$ cat src/rtl/uart_pkg.sv
// Shared UART definitions: state encodings, parity modes and the parity helper.
package uart_pkg;

    typedef enum logic [2:0] {
        S_IDLE   = 3'd0,
        S_START  = 3'd1,
        S_DATA   = 3'd2,
        S_PARITY = 3'd3,
        S_STOP   = 3'd4
    } uart_state_t;

    localparam int PARITY_NONE = 0;
    localparam int PARITY_ODD  = 1;
    localparam int PARITY_EVEN = 2;

    localparam int CLKS_PER_BIT_DEFAULT = 868;

    function automatic logic parity_bit(input logic [7:0] d, input int mode);
        return (mode == PARITY_ODD) ? ~^d : ^d;
    endfunction

endpackage

$ cat src/rtl/uart_tx_if.sv
// Byte handshake between a producer and the UART transmitter.
interface uart_tx_if;
    logic [7:0] d_i;
    logic       valid_i;
    logic       ready_o;

    modport master (output d_i, output valid_i, input ready_o);
    modport slave  (input d_i, input valid_i, output ready_o);
endinterface

$ cat src/rtl/uart_baud_timer.sv
// Per-bit down counter; bit_end marks the last clock of the current bit.
module uart_baud_timer
    import uart_pkg::*;
#(
    parameter int CLKS_PER_BIT = CLKS_PER_BIT_DEFAULT
) (
    input  logic clk,
    input  logic reset,
    input  logic load,
    output logic bit_end
);

    localparam int TW = $clog2(CLKS_PER_BIT) + 1;
    localparam logic [TW-1:0] LOAD_VAL = TW'(CLKS_PER_BIT);

    logic [TW-1:0] timer_q;

    always_ff @(posedge clk) begin
        if (reset) begin
            timer_q <= LOAD_VAL;
        end else if (load) begin
            timer_q <= LOAD_VAL;
        end else begin
            timer_q <= timer_q - TW'(1);
        end
    end

    assign bit_end = (timer_q == TW'(1));

endmodule

$ cat src/rtl/uart_tx.sv
// UART transmitter: start, 8 data bits LSB first, optional parity, 1 or 2 stops.
module uart_tx
    import uart_pkg::*;
#(
    parameter int CLKS_PER_BIT = CLKS_PER_BIT_DEFAULT,
    parameter int PARITY       = PARITY_NONE,
    parameter int STOP_BITS    = 1
) (
    input  logic       clk,
    input  logic       reset,
    uart_tx_if.slave   bus,
    output logic       tx_o,
    output logic       busy_o,
    output logic       done_o
);

    if (CLKS_PER_BIT < 2 || PARITY < 0 || PARITY > 2 ||
        (STOP_BITS != 1 && STOP_BITS != 2)) begin : g_bad_params
        $error("uart_tx: illegal parameter combination");
    end

    uart_state_t state_q, state_d;
    logic [7:0]  shreg_q, shreg_d;
    logic [2:0]  idx_q, idx_d;
    logic        par_q, par_d;
    logic        stop2_q, stop2_d;
    logic        tx_q, tx_d;
    logic        done;
    logic        bit_end;
    logic        accept;
    logic        last_stop;

    // Timer is parked at full count while idle so the start bit gets a full period.
    uart_baud_timer #(
        .CLKS_PER_BIT(CLKS_PER_BIT)
    ) u_timer (
        .clk    (clk),
        .reset  (reset),
        .load   ((state_q == S_IDLE) || bit_end),
        .bit_end(bit_end)
    );

    assign bus.ready_o = (state_q == S_IDLE) && !reset;
    assign accept      = bus.valid_i && bus.ready_o;
    assign last_stop   = (STOP_BITS == 1) || stop2_q;

    always_ff @(posedge clk) begin
        if (reset) begin
            state_q <= S_IDLE;
            shreg_q <= '0;
            idx_q   <= '0;
            par_q   <= 1'b0;
            stop2_q <= 1'b0;
            tx_q    <= 1'b1;
        end else begin
            state_q <= state_d;
            shreg_q <= shreg_d;
            idx_q   <= idx_d;
            par_q   <= par_d;
            stop2_q <= stop2_d;
            tx_q    <= tx_d;
        end
    end

    always_comb begin
        state_d = state_q;
        shreg_d = shreg_q;
        idx_d   = idx_q;
        par_d   = par_q;
        stop2_d = stop2_q;
        tx_d    = tx_q;
        done    = 1'b0;
        unique case (state_q)
            S_IDLE: begin
                tx_d = 1'b1;
                if (accept) begin
                    shreg_d = bus.d_i;
                    par_d   = parity_bit(bus.d_i, PARITY);
                    idx_d   = '0;
                    stop2_d = 1'b0;
                    state_d = S_START;
                    tx_d    = 1'b0;
                end
            end
            S_START: begin
                if (bit_end) begin
                    state_d = S_DATA;
                    tx_d    = shreg_q[0];
                end
            end
            S_DATA: begin
                if (bit_end) begin
                    shreg_d = {1'b0, shreg_q[7:1]};
                    idx_d   = idx_q + 3'd1;
                    tx_d    = shreg_q[1];
                    if (idx_q == 3'd7) begin
                        if (PARITY != PARITY_NONE) begin
                            state_d = S_PARITY;
                            tx_d    = par_q;
                        end else begin
                            state_d = S_STOP;
                            tx_d    = 1'b1;
                        end
                    end
                end
            end
            S_PARITY: begin
                if (bit_end) begin
                    state_d = S_STOP;
                    tx_d    = 1'b1;
                end
            end
            S_STOP: begin
                tx_d = 1'b1;
                if (bit_end) begin
                    if (last_stop) begin
                        done    = 1'b1;
                        state_d = S_IDLE;
                    end else begin
                        stop2_d = 1'b1;
                    end
                end
            end
            default: begin
                state_d = S_IDLE;
                tx_d    = 1'b1;
            end
        endcase
    end

    assign tx_o   = tx_q;
    assign busy_o = (state_q != S_IDLE);
    assign done_o = done;

endmodule
$ cat src/flat_wrapper.sv
// flat-port wrapper written by rule: the top's interface ports become plain ports
module uart_tx_flat import uart_pkg::*;
#(
    parameter int CLKS_PER_BIT = CLKS_PER_BIT_DEFAULT,
    parameter int PARITY       = PARITY_NONE,
    parameter int STOP_BITS    = 1
)
  (clk, reset, tx_o, busy_o, done_o, bus_d_i, bus_valid_i, bus_ready_o);
  uart_tx_if bus_i ();
  input  logic clk;
  input  logic reset;
  output logic tx_o;
  output logic busy_o;
  output logic done_o;
  input wire logic [$bits(bus_i.d_i)-1:0] bus_d_i;
  input wire logic [$bits(bus_i.valid_i)-1:0] bus_valid_i;
  output wire logic [$bits(bus_i.ready_o)-1:0] bus_ready_o;
  assign bus_i.d_i = bus_d_i;
  assign bus_i.valid_i = bus_valid_i;
  assign bus_ready_o = bus_i.ready_o;
  uart_tx #(.CLKS_PER_BIT(CLKS_PER_BIT), .PARITY(PARITY), .STOP_BITS(STOP_BITS)) u_core (.clk(clk), .reset(reset), .bus(bus_i), .tx_o(tx_o), .busy_o(busy_o), .done_o(done_o));
endmodule
$ cat config.mk
export PLATFORM = sky130hd
export DESIGN_NAME = uart_tx_flat
export DESIGN_NICKNAME = d
export VERILOG_FILES = /design/src/rtl/uart_pkg.sv /design/src/rtl/uart_tx_if.sv /design/src/rtl/uart_baud_timer.sv /design/src/rtl/uart_tx.sv /design/src/flat_wrapper.sv
export SDC_FILE = /design/constraint.sdc
export NUM_CORES = 1
export LEC_CHECK = 0
export CORE_ASPECT_RATIO = 0.7
export CORE_UTILIZATION = 45
export CTS_CLUSTER_DIAMETER = 60
export DETAILED_ROUTE_END_ITERATION = 8
export GPL_ROUTABILITY_DRIVEN = 0
export PLACE_DENSITY = 0.71
export REMOVE_ABC_BUFFERS = 1
export SYNTH_ARGS = -nofsm -noshare
export SYNTH_HDL_FRONTEND = slang
export SYNTH_SLANG_ARGS = --single-unit
$ cat constraint.sdc
create_clock -name clk -period 1.8 [get_ports clk]
set_clock_uncertainty 0.05 [all_clocks]
set_input_delay 0.36 -clock clk [delete_from_list [all_inputs] [get_ports clk]]
set_output_delay 0.36 -clock clk [all_outputs]
set_load 0.02 [all_outputs]
Yosys cells after proc, flatten, opt, wreduce, memory -nomap -nowiden. Index checks and enable logic that the tools add are counted.

Register bits after elaboration: 26. Input port bits: 11. Output and inout port bits: 4. Logic and storage cells: 51.

$add $sub $neg: 2. Equal/unequal tests: 12. Mux-type cells: 21. Reductions and logical operators: 11.

Operators with widths (count): $mux W3 (8); $mux W8 (2); $pmux W8 S2 (1); $pmux W3 S5 (1); $ne A2 B1 Y1 const B (6); $eq A11 B1 Y1 const B (1); $sub A11 B1 Y11 const B (1); $mux W1 (7); $eq A3 B2 Y1 const B (2); $eq A3 B3 Y1 const B (2); $pmux W3 S2 (1); $reduce_and A3 Y1 (2); $reduce_and A6 Y1 (1); $pmux W1 S4 (1); $add A3 B1 Y3 const B (1); $eq A3 B1 Y1 const B (1); $logic_not A3 Y1 (1); $reduce_bool A3 Y1 (1); $logic_and A1 B1 Y1 (2); $reduce_bool A2 Y1 (1); $reduce_or A2 Y1 (1); $logic_not A1 Y1 (1); $logic_or A1 B1 Y1 (1).

Logic depth before layout (Yosys ltp). Gate-level depths: netlist of run 1.

Word-level depth: 5. Depth in mapped cells: 8. Gate-level depth less buffers: 6.

Hierarchy. Synthesis of run 1 repeated with hierarchy kept, for this count alone.

Cells, all modules: 142. Area, all modules: 1296.2 um^2.

Modules (own cells, without submodules): uart_tx (instances 1, cells an instance 87, area an instance 795.8 um^2, seq. area each 300.3 um^2); uart_baud_timer (instances 1, cells an instance 55, area an instance 500.5 um^2, seq. area each 220.2 um^2).

Least setup slack after synthesis of run 1. Ideal clock, no wire load.

Path kind: register -> output. Start point: reg u_core.u_timer.timer_q[0]. End point: out done_o. Arrival: 1.297 ns. Slack: 0.093 ns. Stages on the path, launching flop included: 5. Path buffers: 0. Cells stage by stage: dfxtp_1 -> ha_1 -> nor4b_2 -> nand3_1 -> nor2_1.

Word-level cells in the longest chain between the ends: 3.

Ends and longest elaborated chain: start: declaration (RTL line uart_baud_timer.sv:16) `logic [TW-1:0] timer_q;`; start signal: assignment (RTL line uart_baud_timer.sv:24) `timer_q <= timer_q - TW'(1);`; $eq A11 B1 Y1 (RTL line uart_baud_timer.sv:28) `assign bit_end = (timer_q == TW'(1));`; $mux W1 (RTL line uart_tx.sv:115) `if (bit_end) begin`; $mux W1 (RTL line uart_tx.sv:73) `unique case (state_q)`; end: declaration (RTL line flat_wrapper.sv:14) `output logic done_o;`.

Every way passes these cells.

Worst setup path after layout of run 1.
Start point: reg u_core.u_timer.timer_q[1]. End point: out done_o.

The elaborated chain is that of the path after synthesis.

==> results of run 1 <==
## registers in the layout, indices dropped and copies added, names as in the netlist
register                count
u_core.idx_q                3
u_core.shreg_q              8
u_core.tx_o                 1
u_core.u_timer.timer_q     11
u_core.state_q              3
## path summary, 6_finish.rpt
path / from / endpoint / slack (ns) / cells past startpoint
setup / recovery: u_core.u_timer.timer_q[1] / done_o / -0.02 / 6
hold / removal: u_core.shreg_q[5] / u_core.shreg_q[5] / 0.42 / 2
setup reg to reg: u_core.u_timer.timer_q[2] / u_core.u_timer.timer_q[9] / 0.06 / 5
hold reg to reg: u_core.shreg_q[5] / u_core.shreg_q[5] / 0.42 / 2
## worst min-delay path, cell delays in order, from the launching register on
cell	delay (ns)
dfxtp_1	0.32
nand3_1	0.06
a21oi_1	0.05
## cell type report
| type | instances | share of cell area |
|---|---|---|
| Clock buffer | 4 | 0.0301 |
| Inverter | 4 | 0.00822 |
| Multi-Input combinational cell | 108 | 0.429 |
| Sequential cell | 26 | 0.286 |
| Tap cell | 34 | 0.0233 |
| Timing Repair Buffer | 49 | 0.223 |
## what timing repair did
item / 4_1_cts / 5_1_grt
setup buffers: 0 / 1
setup endpoints to repair: 3 / 19
pin swaps: 3 / 3
resized for setup: 9 / 12
cloned: 0 / 0
## Yosys cell counts (all sizes together)
library cell	number	area, um2
a22oi	1	7.51
nand4b	1	8.76
o32ai	1	8.76
a21o	8	60.1
nor2	16	62.6
clkbuf	3	11.3
a221oi	1	8.76
xnor2	5	43.8
nor3b	2	20.0
mux2i	7	70.1
nor4b	2	30.0
o31ai	1	7.51
or3	1	6.26
nor4bb	1	10.0
o21ai	1	5.00
nand3	14	70.1
nand2	10	37.5
nor3	5	35.0
nor4	1	6.26
dfxtp	26	521
or4	1	11.3
a21oi	13	68.8
ha	4	50.1
a31o	1	8.76
a31oi	1	6.26
and4b	1	10.0
a211o	1	8.76
xor2	3	26.3
inv	4	15.0
nand4	3	25.0
buf	6	28.8
and3	1	6.26
nand2b	1	6.26
## cells by family after synthesis
| group | count (synthesis) | share of synthesized area |
|---|---|---|
| flops | 26 | 0.400 |
| buf+inv | 13 | 0.0423 |
| compound gates | 29 | 0.146 |
| simple gates | 60 | 0.265 |
| xor+xnor | 8 | 0.0538 |
| fa+ha+maj | 4 | 0.0385 |
| mux | 7 | 0.0538 |
## power groups by stage
stage,logic (mW),registers [mW],clock network [mW]
2_1_floorplan,0.0727,0.622,0
3_3_place_gp,0.171,0.615,0
3_5_place_dp,0.177,0.616,0
4_1_cts,0.176,0.604,0.386
5_1_grt,0.201,0.608,0.404
6_report,0.185,0.606,0.373
## metal layers
layer / up-vias / share of wire
met3: 4 / 0.049
met2: 30 / 0.47
li1: 614 / -
met1: 601 / 0.47
met4: 0 / 0.0091
met5: - / 0
==> metrics.md, run 1 <==
| Metric | Value |
|---|---|
| Status | complete, but fails checks |
| Failing checks | setup timing |
| Worst EP required | 1.39 ns |
| Final period utilization | 1.01 |
| Clk Latency, worst-skew pair | 0.27 ns |
| DRC | 0 |
| Largest net degree at the start of global routing | 17 |
| Die Ht | 47.0 um |
| Pwr dens | 637 mW/mm2 |
| Crit Path Max Fanout | 2 |
| Yosys warns | 0 |
| Global-route wire length before repair | 5.07 mm |
| Multi-input gate area | 785 um2 |
| NetSw | 278 uW |
| VDD IR max | 377 uV |
| I/O pins | 15 |
| Syn-to-layout area delta | 40.4% |
| Gr ovfl total | 0 |
| Logic pwr share | 0.159 |
| Final ANT Viol Nets | 0 |
| WL per Instance | 14.2 um |
| Final design instance area without fill | 0.00183 mm2 |
| TritonCTS clock tree | built |
| Post-Syn Instances | 147 |
| Met1 Track Usage GR | 0.280 |
| Max Buffers Root-to-Sink | 2 |
| FP Rows | 15 |
| Slowest cell on crit path | dfxtp_2 |
| Synth Area per Inst | 8.85 um2 |
| Sequential cell area fraction in the yosys report | 0.400 |
| Slew @ Worst Pin | 0.400 ns |
| Internal power | 887 uW |
| Placed Area | 0.00171 mm2 |
| Die ar. | 0.00311 mm2 |
| Share of layout cells above drive strength 1 | 0.304 |
| Max Clock Freq | 548 MHz |
| Vias post-DR | 1249 |
| Setup CP Type | reg2out |
| Via density | 5.55 |
| Layout net count | 207 |
| Drt initial violations | 75 |
| M3 GR Usage | 0.0680 |
| Netlist cell types | 40 |
| Sinks on Clock Net | 26 |
| Yosys reg bits | 26 |
| Core area | 0.00259 mm2 |
| Port Buf Inserts | 14 |
| Worst-path cell chain | inv_2 > ha_4 > nor4b_4 > nand3_2 > nor2_1 > buf_4 |
| Clk pwr share | 0.321 |
| Antenna violations before repair | 0 |
| Crit path buffers/inverters | 2 |
| Max Transition Viols Final | 0 |
| MaxCap Viol Count | 0 |
| Clock slew at the register clock pins of the worst setup and hold paths | 0.09 ns |
| Final instance count without filler cells | 225 |
| Critical Path Sink Type | output pin |
| Relative slew slack | 0.730 |
| Flop pwr share | 0.521 |
| RSZ-0062 raised after global routing | yes |
| Cts bufs inserted | 3 |
| Drt total wl | 3.19 mm |
| Post-layout util | 0.705 |
| Worst hold slack | 0.422 ns |
| Grt met2 use | 0.388 |
| Leak | 0.696 nW |
| Setup TNS Final | -0.0233 ns |
| Clk root buf | clkbuf_8 |
| Commonest cells after routing, fill and taps aside | 35 x buf_4, 24 x dfxtp_1, 15 x nor2_1 |
| Final setup fails | 1 |
| Vias in the first global route | 1135 |
| Sw Share | 0.238 |
| CP top delay family | simple AND/OR/NAND/NOR gates |
| Pwr Total | 1.16 mW |
| Final Hold Fails | 0 |
| PnR worst setup slack | -0.0233 ns |
| Tmin final | 1.82 ns |
| Placed Cells | 220 |
| DR pass1 iterations | 5 |
| FILL cells | 185 |
| CP max stage delay | 0.34 ns |
| Pre-CTS WS | -0.218 ns |
| Commonest non-fill, non-tap cell in the layout | buf_4 |
| Most Used Layer, Global Route | met2 |
| Hold buffer count at cts | 0 |
| Die Wd | 66.3 um |
| CP Launch Type | register |
| Register area | 523 um2 |
| Post-DP HPWL | 2.40 mm |
| Initial Util | 0.502 |
| CP arrival | 1.41 ns |
| Worst min path class | reg2reg |
| H-tree level count | 1 |
| ANT cells | 0 |
| Mapped Area | 0.00130 mm2 |
| GRT Total Usage | 0.225 |
Note: power is estimated with default switching activity, not from simulation.
==> run 2: changes to the inputs <==
--- a/config.mk
+++ b/config.mk
@@ -9,8 +9,8 @@
 export CORE_UTILIZATION = 45
 export CTS_CLUSTER_DIAMETER = 60
 export DETAILED_ROUTE_END_ITERATION = 8
-export GPL_ROUTABILITY_DRIVEN = 0
-export PLACE_DENSITY = 0.71
+export GPL_ROUTABILITY_DRIVEN = 1
+export PLACE_DENSITY_LB_ADDON = 0.2
 export REMOVE_ABC_BUFFERS = 1
 export SYNTH_ARGS = -nofsm -noshare
 export SYNTH_HDL_FRONTEND = slang
==> run 2 against run 1 <==
  * The run still ends with setup timing left
  * Design area fell by 0.62%
  * Flip-flop and latch count did not move
  * Power fell by 0.14%
  * Fmax fell by 2.5%
  * Critical endpoint unchanged
  * Largest cell class unchanged
  * First-iteration DRC count fell by 8.0%
==> metrics.md, run 2 (synthesis gave the netlist of run 1 again) <==
| Metric | Value |
|---|---|
| Post-DP HPWL | 2.19 mm (-8.8%) |
| Final instance count without filler cells | 222 (-1.3%) |
| Final period utilization | 1.04 (+0.0259) |
| Sw Share | 0.243 (+0.00412) |
| Logic pwr share | 0.151 (-0.008) |
| Final setup fails | 1 (unchanged) |
| Die Ht | 47.0 um (unchanged) |
| NetSw | 282 uW (+1.6%) |
| TritonCTS clock tree | built |
| Initial Util | 0.502 (unchanged) |
| CP arrival | 1.46 ns (+0.05 ns) |
| Die Wd | 66.3 um (unchanged) |
| Worst min path class | reg2reg |
| Leak | 0.686 nW (-1.4%) |
| MaxCap Viol Count | 0 (unchanged) |
| Setup TNS Final | -0.0699 ns (-0.0466 ns) |
| Drt total wl | 3.20 mm (+0.19%) |
| RSZ-0062 raised after global routing | yes |
| Tmin final | 1.87 ns (+0.0466 ns) |
| DR pass1 iterations | 4 (-1) |
| CP Launch Type | register |
| ANT cells | 0 (unchanged) |
| FILL cells | 186 (+0.54%) |
| Setup CP Type | reg2out |
| Vias post-DR | 1230 (-1.5%) |
| Max Buffers Root-to-Sink | 2 (unchanged) |
| Die ar. | 0.00311 mm2 (unchanged) |
| Worst EP required | 1.39 ns (about the same) |
| Biggest register | u_core.u_timer.timer_q |
| Cts bufs inserted | 3 (unchanged) |
| Flop pwr share | 0.522 (about the same) |
| Commonest non-fill, non-tap cell in the layout | buf_4 |
| Commonest cells after routing, fill and taps aside | 29 x buf_4, 23 x dfxtp_1, 15 x nor2_1 |
| PnR worst setup slack | -0.0699 ns (-0.0466 ns) |
| Critical Path Sink Type | output pin |
| Clk root buf | clkbuf_8 |
| Crit Path Max Fanout | 2 (unchanged) |
| Internal power | 881 uW (-0.68%) |
| Largest net degree at the start of global routing | 19 (+2) |
| Status | complete, but fails checks |
| Clock slew at the register clock pins of the worst setup and hold paths | 0.09 ns (about the same) |
| Core area | 0.00259 mm2 (unchanged) |
| WL per Instance | 14.4 um (+1.5%) |
| Slew @ Worst Pin | 0.316 ns (-0.0842 ns) |
| Vias in the first global route | 1128 (-0.62%) |
| Port Buf Inserts | 14 (unchanged) |
| Syn-to-layout area delta | 39.5% |
| Pwr dens | 640 mW/mm2 (+0.48%) |
| Drt initial violations | 69 (-8.0%) |
| Sinks on Clock Net | 26 (unchanged) |
| Share of layout cells above drive strength 1 | 0.293 (-0.0111) |
| Global-route wire length before repair | 4.99 mm (-1.6%) |
| DRC | 0 (unchanged) |
| Final ANT Viol Nets | 0 (unchanged) |
| Gr ovfl total | 0 (unchanged) |
| GRT Total Usage | 0.217 (-0.00732) |
| Placed Cells | 215 (-2.3%) |
| Relative slew slack | 0.788 (+0.0578) |
| Max Transition Viols Final | 0 (unchanged) |
| Final Hold Fails | 0 (unchanged) |
| Biggest regs | u_core.u_timer.timer_q x11, u_core.shreg_q x8 |
| Max reg flops | 11 (unchanged) |
| GPL Wtd Cong | 0.849 |
| VDD IR max | 374 uV (-0.98%) |
| Via density | 5.54 (-0.19%) |
| Clk Latency, worst-skew pair | 0.28 ns (about the same) |
| H-tree level count | 1 (unchanged) |
| I/O pins | 15 (unchanged) |
| Antenna violations before repair | 0 (unchanged) |
| FP Rows | 15 (unchanged) |
| Failing checks | setup timing |
| Max Clock Freq | 535 MHz (-2.5%) |
| Clk pwr share | 0.327 (+0.006) |
| Layout net count | 204 (-1.4%) |
==> run 2: final timing paths <==
kind         slack [ns]                        end                       from  depth (start not counted)
max reg2reg        0.09  u_core.u_timer.timer_q[3]  u_core.u_timer.timer_q[1]                          7
min reg2reg        0.42          u_core.shreg_q[6]          u_core.shreg_q[6]                          2
min                0.42          u_core.shreg_q[6]          u_core.shreg_q[6]                          2
max               -0.07                     done_o  u_core.u_timer.timer_q[1]                          6
==> run 2: worst max-delay path: stages, from the launching register on <==
cell     delay (ns)
dfxtp_2        0.34
inv_2          0.07
ha_4           0.12
nor4b_4        0.24
nand3_1        0.15
nor2_1         0.11
buf_4          0.15
==> run 2: metrics by stage <==
stage | setup WS [ns] | utilization | instance area [um2] | power, mW | hold slack (ns)
6_report | -0.0699 | 0.701 | 1820 | 1.16 | 0.421
5_1_grt | -0.166 | 0.701 | 1820 | 1.21 | 0.443
4_1_cts | -0.0969 | 0.670 | 1740 | 1.16 | 0.425
3_5_place_dp | -0.256 | 0.646 | 1670 | 0.782 | 0.415
3_3_place_gp | -0.236 | 0.646 | 1670 | 0.777 | 0.400
2_1_floorplan | -0.373 | - | 1260 | 0.695 | 0.379
==> run 2: layer usage <==
layer / wire length [um] / vias up / track usage
met5: 0 / - / 0
met4: 19 / 0 / 0.0596
met3: 152 / 2 / 0.0631
met2: 1460 / 33 / 0.355
met1: 1560 / 590 / 0.287
li1: - / 605 / -
==> run 2: power groups by stage <==
stage | clock network (mW) | registers, mW | logic, mW
floorplan | 0 | 0.622 | 0.0727
global placement | 0 | 0.616 | 0.162
detailed placement | 0 | 0.617 | 0.165
CTS | 0.387 | 0.604 | 0.165
global route | 0.412 | 0.608 | 0.191
finish | 0.380 | 0.606 | 0.176
==> run 2: area by class of cell <==
cell class | count | area [um2] | share of cell area
flip-flops and latches | 26 | 524 | 0.289
repair buffers | 46 | 394 | 0.217
inverters | 4 | 15.0 | 0.00827
multi-input cells | 108 | 785 | 0.432
clock buffers | 4 | 55.1 | 0.0303
well taps | 34 | 42.5 | 0.0234
==> run 2: repair_timing <==
action                                  in CTS  in global routing
pin swaps                                    0                  5
cloned                                       0                  1
hold buffers                                 0                  0
resized for setup                            8                 15
buffers inserted                             0                  2
endpoints found under the setup margin       4                 21
